==> src/rtl/alu_seq_pkg.sv <==
// Shared types and control constants for the ALU operation sequencer.
// Latency: n/a (types only).
// Backpressure: n/a.
package alu_seq_pkg;

    localparam int DATA_W = 8;
    localparam int FLAG_W = 4;

    localparam logic [3:0] CTL_NONE = 4'hF;
    localparam logic [3:0] OUT_A    = 4'd0;
    localparam logic [3:0] OUT_ALU  = 4'd2;
    localparam logic [3:0] LD_A     = 4'd0;
    localparam logic [3:0] LD_B     = 4'd1;
    localparam logic [2:0] OP_IDLE  = 3'd6;

    typedef enum logic [2:0] {
        IDLE   = 3'd0,
        LOAD_A = 3'd1,
        LOAD_B = 3'd2,
        CALC   = 3'd3,
        READ   = 3'd4,
        DONE   = 3'd5
    } state_t;

    // Command fields that must survive past the accept edge.
    typedef struct packed {
        logic [2:0]        op;
        logic [1:0]        sel_l;
        logic              cin;
        logic [DATA_W-1:0] a;
        logic [DATA_W-1:0] b;
    } cmd_t;

    typedef struct packed {
        logic [3:0]        outctl;
        logic [3:0]        loadctl;
        logic [1:0]        arg_l;
        logic [2:0]        arg_r;
        logic              calcfn;
        logic              cin;
        logic              bus_oe;
        logic [DATA_W-1:0] bus_data;
    } ctl_t;

    localparam ctl_t CTL_IDLE_WORD = '{
        outctl:   CTL_NONE,
        loadctl:  CTL_NONE,
        arg_l:    2'd0,
        arg_r:    OP_IDLE,
        calcfn:   1'b0,
        cin:      1'b0,
        bus_oe:   1'b0,
        bus_data: '0
    };

endpackage

==> src/rtl/alu_seq_decode.sv <==
// Decodes the next state plus command fields into the ALU control word.
// Latency: combinational.
// Backpressure: none; the caller registers the result.
module alu_seq_decode
    import alu_seq_pkg::*;
(
    input  state_t state_nxt,
    input  cmd_t   cmd,
    output ctl_t   ctl
);

    always_comb begin
        ctl = CTL_IDLE_WORD;
        case (state_nxt)
            LOAD_A: begin
                ctl.loadctl  = LD_A;
                ctl.bus_oe   = 1'b1;
                ctl.bus_data = cmd.a;
            end
            LOAD_B: begin
                ctl.loadctl  = LD_B;
                ctl.bus_oe   = 1'b1;
                ctl.bus_data = cmd.b;
            end
            // ALU result goes out on the bus and straight back into A.
            CALC: begin
                ctl.outctl  = OUT_ALU;
                ctl.loadctl = LD_A;
                ctl.arg_r   = cmd.op;
                ctl.arg_l   = cmd.sel_l;
                ctl.cin     = cmd.cin;
                ctl.calcfn  = 1'b1;
            end
            READ: begin
                ctl.outctl = OUT_A;
            end
            default: ctl = CTL_IDLE_WORD;
        endcase
    end

endmodule

==> src/rtl/alu_op_sequencer.sv <==
// Sequences alu_block through load A, load B, compute, read-back for one command at a time.
// Latency: accept to res_valid 5 cycles (4 with use_acc, 1 for reserved op).
// Backpressure: one command in flight; result held stable until res_ready, cmd_ready low while busy.
module alu_op_sequencer
    import alu_seq_pkg::*;
(
    input  logic        clk,
    input  logic        rst,
    input  logic        cmd_valid,
    output logic        cmd_ready,
    input  logic [2:0]  cmd_op,
    input  logic [1:0]  cmd_sel_l,
    input  logic        cmd_cin,
    input  logic        cmd_use_acc,
    input  logic [7:0]  cmd_a,
    input  logic [7:0]  cmd_b,
    output logic [3:0]  outctl,
    output logic [3:0]  loadctl,
    output logic [1:0]  arg_l,
    output logic [2:0]  arg_r,
    output logic        calcfn,
    output logic        cin,
    output logic        bus_oe,
    output logic [7:0]  bus_data,
    input  logic [7:0]  main_bus,
    input  logic [3:0]  fout,
    output logic        res_valid,
    input  logic        res_ready,
    output logic [7:0]  res_data,
    output logic [3:0]  res_flags,
    output logic        res_err,
    output logic        busy
);

    state_t state_q;
    state_t state_d;
    cmd_t   cmd_q;
    cmd_t   cmd_in;
    cmd_t   cmd_d;
    ctl_t   ctl_d;
    ctl_t   ctl_q;
    logic   accept;
    logic   res_hs;

    assign accept = cmd_valid & cmd_ready;
    assign res_hs = res_valid & res_ready;

    always_comb begin
        cmd_in       = '0;
        cmd_in.op    = cmd_op;
        cmd_in.sel_l = cmd_sel_l;
        cmd_in.cin   = cmd_cin;
        cmd_in.a     = cmd_a;
        cmd_in.b     = cmd_b;
    end

    // The decoder sees the incoming fields on the accept edge so LOAD_A is correct in its first cycle.
    assign cmd_d = accept ? cmd_in : cmd_q;

    always_ff @(posedge clk or posedge rst) begin
        if (rst) begin
            state_q <= IDLE;
        end else begin
            state_q <= state_d;
        end
    end

    always_comb begin
        state_d = state_q;
        case (state_q)
            IDLE: begin
                if (accept) begin
                    if (cmd_op == OP_IDLE) begin
                        state_d = DONE;
                    end else if (cmd_use_acc) begin
                        state_d = LOAD_B;
                    end else begin
                        state_d = LOAD_A;
                    end
                end
            end
            LOAD_A:  state_d = LOAD_B;
            LOAD_B:  state_d = CALC;
            CALC:    state_d = READ;
            READ:    state_d = DONE;
            DONE:    state_d = res_hs ? IDLE : DONE;
            default: state_d = IDLE;
        endcase
    end

    alu_seq_decode u_decode (
        .state_nxt (state_d),
        .cmd       (cmd_d),
        .ctl       (ctl_d)
    );

    always_ff @(posedge clk or posedge rst) begin
        if (rst) begin
            cmd_q     <= '0;
            ctl_q     <= CTL_IDLE_WORD;
            cmd_ready <= 1'b1;
            busy      <= 1'b0;
            res_valid <= 1'b0;
        end else begin
            if (accept) begin
                cmd_q <= cmd_in;
            end
            ctl_q     <= ctl_d;
            cmd_ready <= (state_d == IDLE);
            busy      <= (state_d != IDLE);
            res_valid <= (state_d == DONE);
        end
    end

    // Result register: cleared on accept, loaded as READ ends, cleared again after handshake.
    always_ff @(posedge clk or posedge rst) begin
        if (rst) begin
            res_data  <= '0;
            res_flags <= '0;
            res_err   <= 1'b0;
        end else if (accept) begin
            res_data  <= '0;
            res_flags <= '0;
            res_err   <= (cmd_op == OP_IDLE);
        end else if (state_q == READ) begin
            res_data  <= main_bus;
            res_flags <= fout;
            res_err   <= 1'b0;
        end else if (state_q == DONE && res_hs) begin
            res_data  <= '0;
            res_flags <= '0;
            res_err   <= 1'b0;
        end
    end

    assign outctl   = ctl_q.outctl;
    assign loadctl  = ctl_q.loadctl;
    assign arg_l    = ctl_q.arg_l;
    assign arg_r    = ctl_q.arg_r;
    assign calcfn   = ctl_q.calcfn;
    assign cin      = ctl_q.cin;
    assign bus_oe   = ctl_q.bus_oe;
    assign bus_data = ctl_q.bus_data;

endmodule

==> config.mk <==
export PLATFORM = sky130hd
export DESIGN_NAME = alu_op_sequencer
export DESIGN_NICKNAME = d
export VERILOG_FILES = /design/src/rtl/alu_seq_pkg.sv /design/src/rtl/alu_seq_decode.sv /design/src/rtl/alu_op_sequencer.sv
export SDC_FILE = /design/constraint.sdc
export NUM_CORES = 1
export LEC_CHECK = 0
export BUFFER_PORTS_ARGS = -buffer_cell sky130_fd_sc_hd__buf_2
export CORE_UTILIZATION = 53
export DETAILED_ROUTE_END_ITERATION = 12
export PLACE_DENSITY_LB_ADDON = 0.3
export SYNTH_ARGS = -nofsm -noshare
export SYNTH_HDL_FRONTEND = slang
export SYNTH_SLANG_ARGS = --single-unit
==> constraint.sdc <==
create_clock -name clk -period 4.37 [get_ports clk]
set_clock_uncertainty 0.1 [all_clocks]
set_input_delay 0.2185 -clock clk [delete_from_list [all_inputs] [get_ports clk]]
set_output_delay 0.2185 -clock clk [all_outputs]
set_load 0.01 [all_outputs]
Yosys cells after proc, flatten, opt, wreduce, memory -nomap -nowiden
Index checks and enable logic that the tools add are counted.
- register bits: 65
- input port bits: 39
- output and inout port bits: 40
- reduce and logical (&&, ||, !) cells: 6
- bitwise gates (word level): 2
- equality and inequality tests: 11
- muxes and demuxes: 19
- operators by type and width (cell ; count):
    $mux W8 ; 3
    $mux W22 ; 1
    $pmux W3 S6 ; 1
    $pmux W9 S2 ; 1
    $pmux W4 S2 ; 2
    $eq A3 B3 Y1 const B ; 5
    $eq A3 B2 Y1 const B ; 4
    $mux W4 ; 3
    $mux W3 ; 3
    $mux W7 ; 1
    $eq A3 B1 Y1 const B ; 2
    $logic_not A3 Y1 ; 2
    $reduce_bool A3 Y1 ; 2
    $mux W1 ; 3
    $and A1 B1 Y1 ; 2
    $mux W2 ; 1
    $reduce_or A2 Y1 ; 1
    $logic_and A1 B1 Y1 ; 1

Longest topological paths before layout
Gate-level depths: netlist of run 1.
- depth after elaboration: 7
- depth in mapped cells: 5

By module
From an unflattened synthesis of run 1, not the netlist that was laid out.
- cell total of the unflattened synthesis: 220
- area total of the unflattened synthesis: 2547.4 µm²
- modules (own cells, without submodules) (module ; cells an instance ; area an instance (µm²) ; seq. area each (µm²) ; times used):
    alu_op_sequencer ; 172 ; 2184.6 ; 1640.3 ; 1
    alu_seq_decode ; 48 ; 362.8 ; 0.0 ; 1

Worst setup path after synthesis of run 1
Ideal clock, no wire load.
- path kind: register to register
- start point: reg cmd_ready
- end point: reg ctl_q, in the netlist bus_data[0]
- arrival: 1249 ps
- cell stages (with the launch flop): 4
- slack: 2920 ps
- setup time: 101 ps
- period minus slack after synthesis: 1450 ps
- path through: dfstp_2 > and2_1 > a31oi_2 > o32ai_1
- RTL lines (element ; RTL line ; text):
    from (decl) ; alu_op_sequencer.sv:10 ; output logic cmd_ready,
    from (signal assigned) ; alu_op_sequencer.sv:109 ; cmd_ready <= (state_d == IDLE);
    to (signal assigned) ; alu_op_sequencer.sv:108 ; ctl_q <= ctl_d;
    to (decl) ; alu_op_sequencer.sv:41 ; ctl_t ctl_q;

Worst setup path in the final report of run 1
- start point: reg cmd_ready
- end point: reg res_data[5]
- word-level cells in the longest chain between the ends: 2
- elaborated cells on any way between the ends: 3
- ends and longest elaborated chain (element ; RTL line ; text):
    $and A1 B1 Y1 * ; alu_op_sequencer.sv:45 ; assign accept = cmd_valid & cmd_ready;
    $reduce_bool A3 Y1 (no source line) or $mux W8 (tied branches) ; - ;
    to (signal assigned) ; alu_op_sequencer.sv:126 ; res_data <= main_bus;
    to (decl) ; alu_op_sequencer.sv:29 ; output logic [7:0] res_data,
Mark *: on every way between the ends. The rest lies on a longest branch, timed or not.
A chain may end at the register's enable or synchronous reset.

==> flow_metrics.py, run 1 <==
metrics = {
    "routing": {
        "top_layer": "met4",
        "drt_iter0_markers": 73,
        "ant_nets": 0,
        "dr_wl_met2_mm": 2.05,
        "drcViolationCount": 0,
        "first_pass_iters": 5,
        "wl_met1_mm": 2.09,
        "num_vias": 1634,
        "wl_met3_um": 275,
        "viasPerCell": 5.20,
        "wl_mm": 4.47,
        "wl_per_cell_um": 14.2,
    },
    "floorplanning": {
        "die_w_um": 69.4,
        "core-area_mm2": 0.00435,
        "die_area_mm2": 0.00482,
        "initial_utilization": 0.553,
        "die_h_um": 69.4,
        "num_io_pins": 79,
        "rows": 24,
    },
    "logic_synthesis": {
        "async_reset_ff_frac": 1.00,
        "synth_area_leaders": "dfrtp_1, dfstp_2, mux2i_1",
        "synth_edf_count": 0,
        "synth-simple-area-share": 0.0633,
        "synth.distinct_cells": 33,
        "synth_top_family_by_area": "compound AO/OA/AOI/OAI gates",
        "ys_seq_elements": 61,
        "muxShareOfSynthArea": 0.0945,
        "synth_area_per_cell_um2": 13.6,
        "postSynthCellCount": 177,
        "synth_top_area_cell": "dfrtp_1",
        "syn-cell-area_mm2": 0.00241,
        "synth_seq_area_share": 0.637,
        "synthesis.nets": 216,
        "synth-xor-area-share": 0,
        "synth_warnings": 0,
        "synth_top_area_frac": 0.561,
        "synth_top_flop_cell": "dfrtp_1",
        "synthAdderAreaFrac": 0,
        "synth_compound_area_frac": 0.137,
    },
    "sta": {
        "tns_ps": 0,
        "clock.fmax_ghz": 0.517,
        "hold_viol_final": 5,
        "worst_slack_ps": 2440,
        "grt_setup_unrepaired": "false",
        "final-max-slew-violation-count": 0,
        "slew_headroom": 0.510,
        "finalSetupViolations": 0,
        "worst_slew_pin_slew_ps": 735,
        "hold_ws_ps": -6.82,
        "fin_crit_ps": 1930,
        "finalCritPeriodShare": 0.442,
    },
    "layout": {
        "layout.nets": 297,
        "area_delta_synth_final_pct": 23.9,
        "multi_input_area_um2": 711,
        "antennaDiodeCount": 0,
        "final_common_cell": "buf_2",
        "drive_above_1_share": 0.489,
        "filler_cell_count": 323,
        "seqCellArea_mm2": 0.00154,
        "final_cell_mix": "buf_2, dfrtp_1, inv_1",
    },
    "setup_path": {
        "crit_path_start_kind": "flop",
        "timing.critical_path.from": "cmd_ready",
        "cp_max_fo": 27,
        "cp-end-kind": "flop",
        "critPathArrivalTime_ps": 2050,
        "critical_path_class": "reg -> reg",
        "reg2reg_from": "cmd_ready",
        "crit_required_ps": 4480,
        "reg2regPathDepth": 3,
    },
    "clock_tree": {
        "cts.sinks": 61,
        "ctsResizeCount": 0,
        "cts_setup_buffers": 0,
        "cts_tree": "yes",
        "cts_inserted_buffers": 9,
        "clockBufferDepth": 2,
        "htree_levels": 3,
        "clock_latency_ps": 320,
        "path_clk_slew_ps": 60,
        "root_buffer": "clkbuf_8",
        "hold_buffers": 0,
    },
    "pwr": {
        "p_leak_uw": 0.00164,
        "p_per_area_mw_per_mm2": 724,
        "vdd_drop_max_mv": 0.313,
    },
    "place": {
        "pre_cts_ws_ps": 2430,
        "gp_congestion": 0.784,
        "port_buffers": 78,
        "hpwl_mm": 2.95,
    },
    "hold_path": {
        "hold_class": "in -> async",
    },
    "run_status": {
        "violations": "negative hold slack",
        "run_status": "finished with violations",
    },
    "grt": {
        "grt_first_pass_wirelength_mm": 7.45,
        "antenna_found_initial": 0,
        "grtUsageTotal": 0.204,
        "grt_pass1_vias": 1579,
        "gr-total-overflow": 0,
        "grt_max_degree": 62,
    },
    "job": {
        "maxCapViolCount": 0,
    },
}
Yosys cell counts, types with 4 or more instances:
cell type  instances
nand2_1            4
nand3_1            4
dfrtp_1           54
dfstp_2            7
o32ai_1            8
mux2i_1           16
a21oi_1            4
a22o_2            13
mux2_2             6
buf_4              7
and2_1             5
inv_1             21
cell families after synthesis:
group / Yosys count
compound gates: 36
buf+inv: 32
flops: 61
mux: 22
simple gates: 26
final cells by class:
class | count | area share
flip-flops and latches | 61 | 0.514
clock inverters | 1 | 0.00168
repair buffers | 81 | 0.140
well taps | 52 | 0.0218
clock buffers | 14 | 0.0578
inverters | 21 | 0.0264
multi-input cells | 84 | 0.238
flip-flops by register name, indices dropped and copies added, names as in the netlist:
signal / flops
res_data: 8
cin: 1
bus_data: 8
res_flags: 4
calcfn: 1
res_err: 1
outctl: 2
busy: 1
cmd_ready: 1
res_valid: 1
state_q: 3
arg_r: 3
cmd_q: 22
arg_l: 2
bus_oe: 1
loadctl: 2
worst paths after layout:
kind,to,slack [ps]
min in group clk,res_data[7],20
hold / removal,bus_data[1],-7
hold reg to reg,cmd_q[1],380
setup reg to reg,res_data[5],2440
max in group asynchronous,bus_data[2],3680
setup / recovery,res_data[5],2440
per-layer routing:
metal  up-vias  global-route usage
met5         -                   0
met2        68               0.293
met4         0              0.0975
met1       781               0.280
met3         5              0.0683
li1        780                   -
worst max-delay path, stage by stage (launching register included):
cell	delay (ps)
dfstp_2	540
nand2_2	390
and3_1	510
a22o_2	260
where the power goes:
part	internal, uW	switching (uW)	leakage (uW)
sequential	841	125	0.000759
combinational	354	401	0.000793
clock	249	194	0.0000926
metrics by stage:
step / cell area [um^2] / utilization / total power [uW] / cells / hold slack [ps]
detailed placement: 2790 / 0.640 / 1730 / 297 / 342
CTS: 2970 / 0.681 / 2180 / 312 / 2.35
global route: 2990 / 0.686 / 2310 / 314 / 2.15
global placement: 2790 / 0.640 / 1710 / 297 / 348
floorplan: 2410 / - / 1510 / 177 / 255
finish: 2990 / 0.686 / 2160 / 314 / -6.82
Note: power is estimated with default switching activity, not from simulation.
==> inputs of run 2 (changes only) <==
CORE_UTILIZATION = 50   (was 53)
clock period = 1.9 ns   (was 4.37 ns; I/O delays follow)
==> run 2 against run 1 <==
Effect of this change: the flow now finishes without violations; die area is 5.8% higher; design area is 12% higher; via count rose by 9.8%; final cell count grew 12%; combinational power rose by 140%; non-clock buffer count grew 36; first-iteration DRC count grew 23%; largest cell class unchanged.
==> flow_metrics.py, run 2 (synthesized netlist as in run 1, its figures left out) <==
metrics = {
    "run_status": {
        "run_status": "finished clean",
    },
    "layout": {
        "final_common_cell": "buf_2",
        "drive_above_1_share": 0.441,
        "largest_register": "cmd_q",
        "area_delta_synth_final_pct": 39.1,
        "final_cell_mix": "buf_2, dfrtp_1, dlygate4sd3_1",
        "layout.nets": 333,
        "post-route-util": 0.744,
        "antennaDiodeCount": 0,
        "fin_area_mm2": 0.00335,
        "largest_reg_flops": 22,
    },
    "clock_tree": {
        "cts.sinks": 61,
        "path_clk_slew_ps": 60,
        "cts_inserted_buffers": 9,
        "clock_latency_ps": 330,
        "root_buffer": "clkbuf_8",
        "hold_buffers": 35,
        "cts_tree": "yes",
        "clockBufferDepth": 2,
        "cts_setup_buffers": 0,
        "ctsResizeCount": 0,
        "htree_levels": 3,
    },
    "sta": {
        "clock.fmax_ghz": 0.619,
        "hold_viol_final": 0,
        "slew_headroom": 0.662,
        "finalCritPeriodShare": 0.851,
        "worst_slew_pin_slew_ps": 505,
        "finalSetupViolations": 0,
        "final-max-slew-violation-count": 0,
        "grt_setup_unrepaired": "false",
        "fin_crit_ps": 1620,
        "tns_ps": 0,
    },
    "setup_path": {
        "critical_path.max_stage_delay_ps": 540,
        "reg2regPathDepth": 3,
        "critPathTopFamily": "compound AO/OA/AOI/OAI gates",
        "crit_path_cell_trace": "dlygate4sd3_1 > buf_2 > nand3b_1 > a31oi_2 > a21boi_0",
        "critical_path_class": "in -> reg",
        "reg2reg_to": "bus_data[1]",
        "r2r_slack_ps": 300,
        "cp_max_fo": 10,
        "crit_path_start_kind": "input port",
        "crit_required_ps": 1990,
        "cp-end-kind": "flop",
        "cp-endpoint": "state_q[1]",
        "reg2reg_from": "cmd_ready",
        "critPathSlowestCell": "dlygate4sd3_1",
        "timing.critical_path.from": "cmd_op[0]",
        "cp_num_cells": 5,
        "path_buf_inv": 2,
        "critPathArrivalTime_ps": 1700,
    },
    "pwr": {
        "p_per_area_mw_per_mm2": 1530,
        "vdd_drop_max_mv": 0.774,
        "p_leak_uw": 0.00180,
        "power_uw": 5120,
    },
    "routing": {
        "wl_per_cell_um": 14.6,
        "viasPerCell": 5.11,
        "wl_mm": 5.14,
        "drt_iter0_markers": 90,
        "first_pass_iters": 4,
        "num_vias": 1794,
        "ant_nets": 0,
        "drcViolationCount": 0,
    },
    "floorplanning": {
        "initial_utilization": 0.535,
        "core-area_mm2": 0.00450,
        "die_w_um": 71.4,
        "rows": 24,
        "num_io_pins": 79,
        "die_h_um": 71.4,
        "die_area_mm2": 0.00510,
    },
    "grt": {
        "grt_first_pass_wirelength_mm": 8.32,
        "grt_pass1_vias": 1829,
        "grt_max_degree": 33,
        "grtUsageTotal": 0.222,
        "gr-total-overflow": 0,
        "antenna_found_initial": 0,
    },
    "job": {
        "maxCapViolCount": 0,
    },
    "place": {
        "hpwl_mm": 3.28,
        "placed_area_mm2": 0.00281,
        "port_buffers": 78,
        "gp_congestion": 0.855,
    },
    "hold_path": {
        "hold_class": "in -> reg",
        "min_from": "res_ready",
    },
}
[run 2: cell types whose count changed in the layout (fill, tap and decap cells not counted)]
cell / change
dlygate4sd3_1: +33
buf_4: +3
clkbuf_8: +1
[run 2: how the worst min path moves through the flow]
stage,depth (start not counted),slack [ps],endpoint
final,4,110,busy
after global routing,4,130,busy
after CTS,4,70,busy
after detailed placement,3,90,cmd_q[6]
after global placement,3,80,cmd_q[14]
after floorplan,1,130,res_data[0]
[run 2: layout make-up]
type                    count  area (um^2)
fillers                   290         1150
inverters                  21         78.8
clock buffers              15          186
flip-flops and latches     61         1540
clock inverters             1         5.00
well taps                  52         65.1
repair buffers            117          771
multi-input cells          84          711
[run 2: layer usage]
layer  wire length [um]  track usage  share of wire
met5                  0            0              0
met3                265       0.0478          0.052
met2               2590        0.360           0.50
met1               2140        0.270           0.42
met4                145        0.149          0.028
[run 2: power by group]
part | leakage (uW) | switching [uW] | internal, uW | total (uW)
combinational | 0.000945 | 963 | 869 | 1830
clock | 0.0000997 | 454 | 615 | 1070
sequential | 0.000759 | 289 | 1930 | 2220
[run 2: tightest hold or removal path, stage by stage]
cell and delay [ps]:
buf_2 110, nand3_1 80, nand2_1 100, a22oi_1 90
[run 2: through the flow]
| stage | instances | setup WS [ps] | hold WS, ps |
|---|---|---|---|
| after CTS | 351 | 270 | 67.4 |
| after global placement | 300 | 348 | 83.8 |
| final | 351 | 283 | 112 |
| after detailed placement | 300 | 269 | 91.9 |
| after floorplan | 177 | 204 | 132 |
| after global routing | 351 | 134 | 134 |
==> inputs of run 3 (changes only) <==
PLACE_DENSITY = 0.79   (was unset)
PLACE_DENSITY_LB_ADDON = unset   (was 0.3)
==> run 3 against run 2 <==
Effect of this change: design area is 0.11% lower; sequential share of layout area is 0.051 points higher; wire length is 1.0% higher; combinational power about the same; register-to-register slack got worse by 50 ps; fmax shrank 2.0%; via count is 1.3% lower; sequential cell count did not move; critical endpoint is now bus_data[1].
==> flow_metrics.py, run 3 (synthesized netlist as in run 1, its figures left out) <==
metrics = {
    "grt": {
        "grt_max_degree": 62,
        "grt_first_pass_wirelength_mm": 8.38,
        "gr-total-overflow": 0,
        "antenna_found_initial": 0,
        "grtUsageTotal": 0.221,
        "grt_pass1_vias": 1819,
    },
    "layout": {
        "filler_cell_count": 303,
        "largest_register": "cmd_q",
        "layout.nets": 331,
        "antennaDiodeCount": 0,
        "final_cell_mix": "buf_2, dfrtp_1, dlygate4sd3_1",
        "final_common_cell": "buf_2",
        "area_delta_synth_final_pct": 38.9,
        "drive_above_1_share": 0.434,
        "largest_reg_flops": 22,
        "fin_area_mm2": 0.00335,
    },
    "floorplanning": {
        "core-area_mm2": 0.00450,
        "die_w_um": 71.4,
        "die_h_um": 71.4,
        "rows": 24,
        "num_io_pins": 79,
        "initial_utilization": 0.535,
        "die_area_mm2": 0.00510,
    },
    "place": {
        "port_buffers": 78,
        "pre_cts_ws_ps": 285,
        "hpwl_mm": 3.14,
        "placed_area_mm2": 0.00281,
        "gp_congestion": 0.844,
    },
    "hold_path": {
        "hold_class": "in -> reg",
        "holdPathStages": 4,
        "min_to": "busy",
        "min_from": "res_ready",
    },
    "sta": {
        "final-max-slew-violation-count": 0,
        "hold_viol_final": 0,
        "finalCritPeriodShare": 0.869,
        "hold_ws_ps": 91.1,
        "clock.fmax_ghz": 0.606,
        "tns_ps": 0,
        "fin_crit_ps": 1650,
        "slew_headroom": 0.644,
        "grt_setup_unrepaired": "false",
        "finalSetupViolations": 0,
        "worst_slack_ps": 250,
        "worst_slew_pin_slew_ps": 533,
    },
    "clock_tree": {
        "cts_setup_buffers": 0,
        "ctsResizeCount": 0,
        "cts_tree": "yes",
        "path_clk_slew_ps": 60,
        "hold_buffers": 35,
        "root_buffer": "clkbuf_8",
        "cts.sinks": 61,
        "clockBufferDepth": 2,
        "clock_latency_ps": 320,
        "htree_levels": 3,
        "cts_inserted_buffers": 9,
    },
    "routing": {
        "num_vias": 1771,
        "wl_mm": 5.19,
        "drcViolationCount": 0,
        "viasPerCell": 5.07,
        "ant_nets": 0,
        "first_pass_iters": 4,
        "drt_iter0_markers": 114,
        "wl_per_cell_um": 14.9,
    },
    "pwr": {
        "switchingPower_uw": 1710,
        "netSwitchingFraction": 0.334,
        "power_frac_comb": 0.356,
        "p_per_area_mw_per_mm2": 1530,
        "pwr-share-clk": 0.209,
        "seqPwrFrac": 0.436,
        "p_leak_uw": 0.00180,
        "internal_power_uw": 3420,
        "vdd_drop_max_mv": 0.864,
    },
    "setup_path": {
        "critical_path_class": "reg -> reg",
        "crit_path_start_kind": "flop",
        "reg2reg_from": "cmd_ready",
        "critPathArrivalTime_ps": 1770,
        "reg2regPathDepth": 3,
        "reg2reg_to": "bus_data[1]",
        "crit_required_ps": 2020,
        "r2r_slack_ps": 250,
        "cp_max_fo": 10,
        "cp-end-kind": "flop",
    },
    "run_status": {
        "run_status": "finished clean",
    },
    "job": {
        "maxCapViolCount": 0,
    },
}
## run 3: changes by cell type in the layout (fill, tap and decap cells not counted)
cell,previous run,this run
buf_12,0,1
clkbuf_1,2,3
buf_4,4,1
clkinv_2,1,0
## run 3: final cells by class
type                            count  area [um^2]  share of cell area
Tap cell                           52         65.1              0.0194
Clock buffer                       16          190              0.0568
Timing Repair Buffer              115          768               0.229
Multi-Input combinational cell     84          711               0.212
Sequential cell                    61         1540               0.459
Inverter                           21         78.8              0.0235
## run 3: worst max path at each step
stage,from,endpoint,cells past startpoint
after floorplan,rst,arg_l[0],1
after global placement,cmd_ready,bus_data[7],3
after detailed placement,cmd_ready,bus_data[6],3
after CTS,cmd_ready,bus_data[1],3
after global routing,cmd_ready,bus_data[7],3
final,cmd_ready,bus_data[1],3
## run 3: critical path: stages, from the launching register on
cell and delay, ps:
dfstp_2 550, and2_1 270, a31oi_2 270, o32ai_1 360
## run 3: through the flow
stage / util / total power (uW) / instances
finish: 0.743 / 5130 / 349
global route: 0.743 / 5460 / 349
CTS: 0.743 / 5150 / 349
detailed placement: 0.623 / 4010 / 298
global placement: 0.623 / 3950 / 298
floorplan: - / 3480 / 177
## run 3: power groups by stage
stage | registers, uW | logic [uW] | clock network, uW
2_1_floorplan | 2320 | 1170 | 0
3_3_place_gp | 2220 | 1720 | 0
3_5_place_dp | 2240 | 1770 | 0
4_1_cts | 2230 | 1820 | 1100
5_1_grt | 2290 | 2020 | 1140
6_report | 2230 | 1820 | 1070
## run 3: routing by layer
| layer | up-vias | wire length, um | track usage |
|---|---|---|---|
| met2 | 72 | 2580 | 0.354 |
| li1 | 842 | - | - |
| met1 | 851 | 2330 | 0.284 |
| met3 | 6 | 227 | 0.0464 |
| met4 | 0 | 56 | 0.116 |
| met5 | - | 0 | 0 |
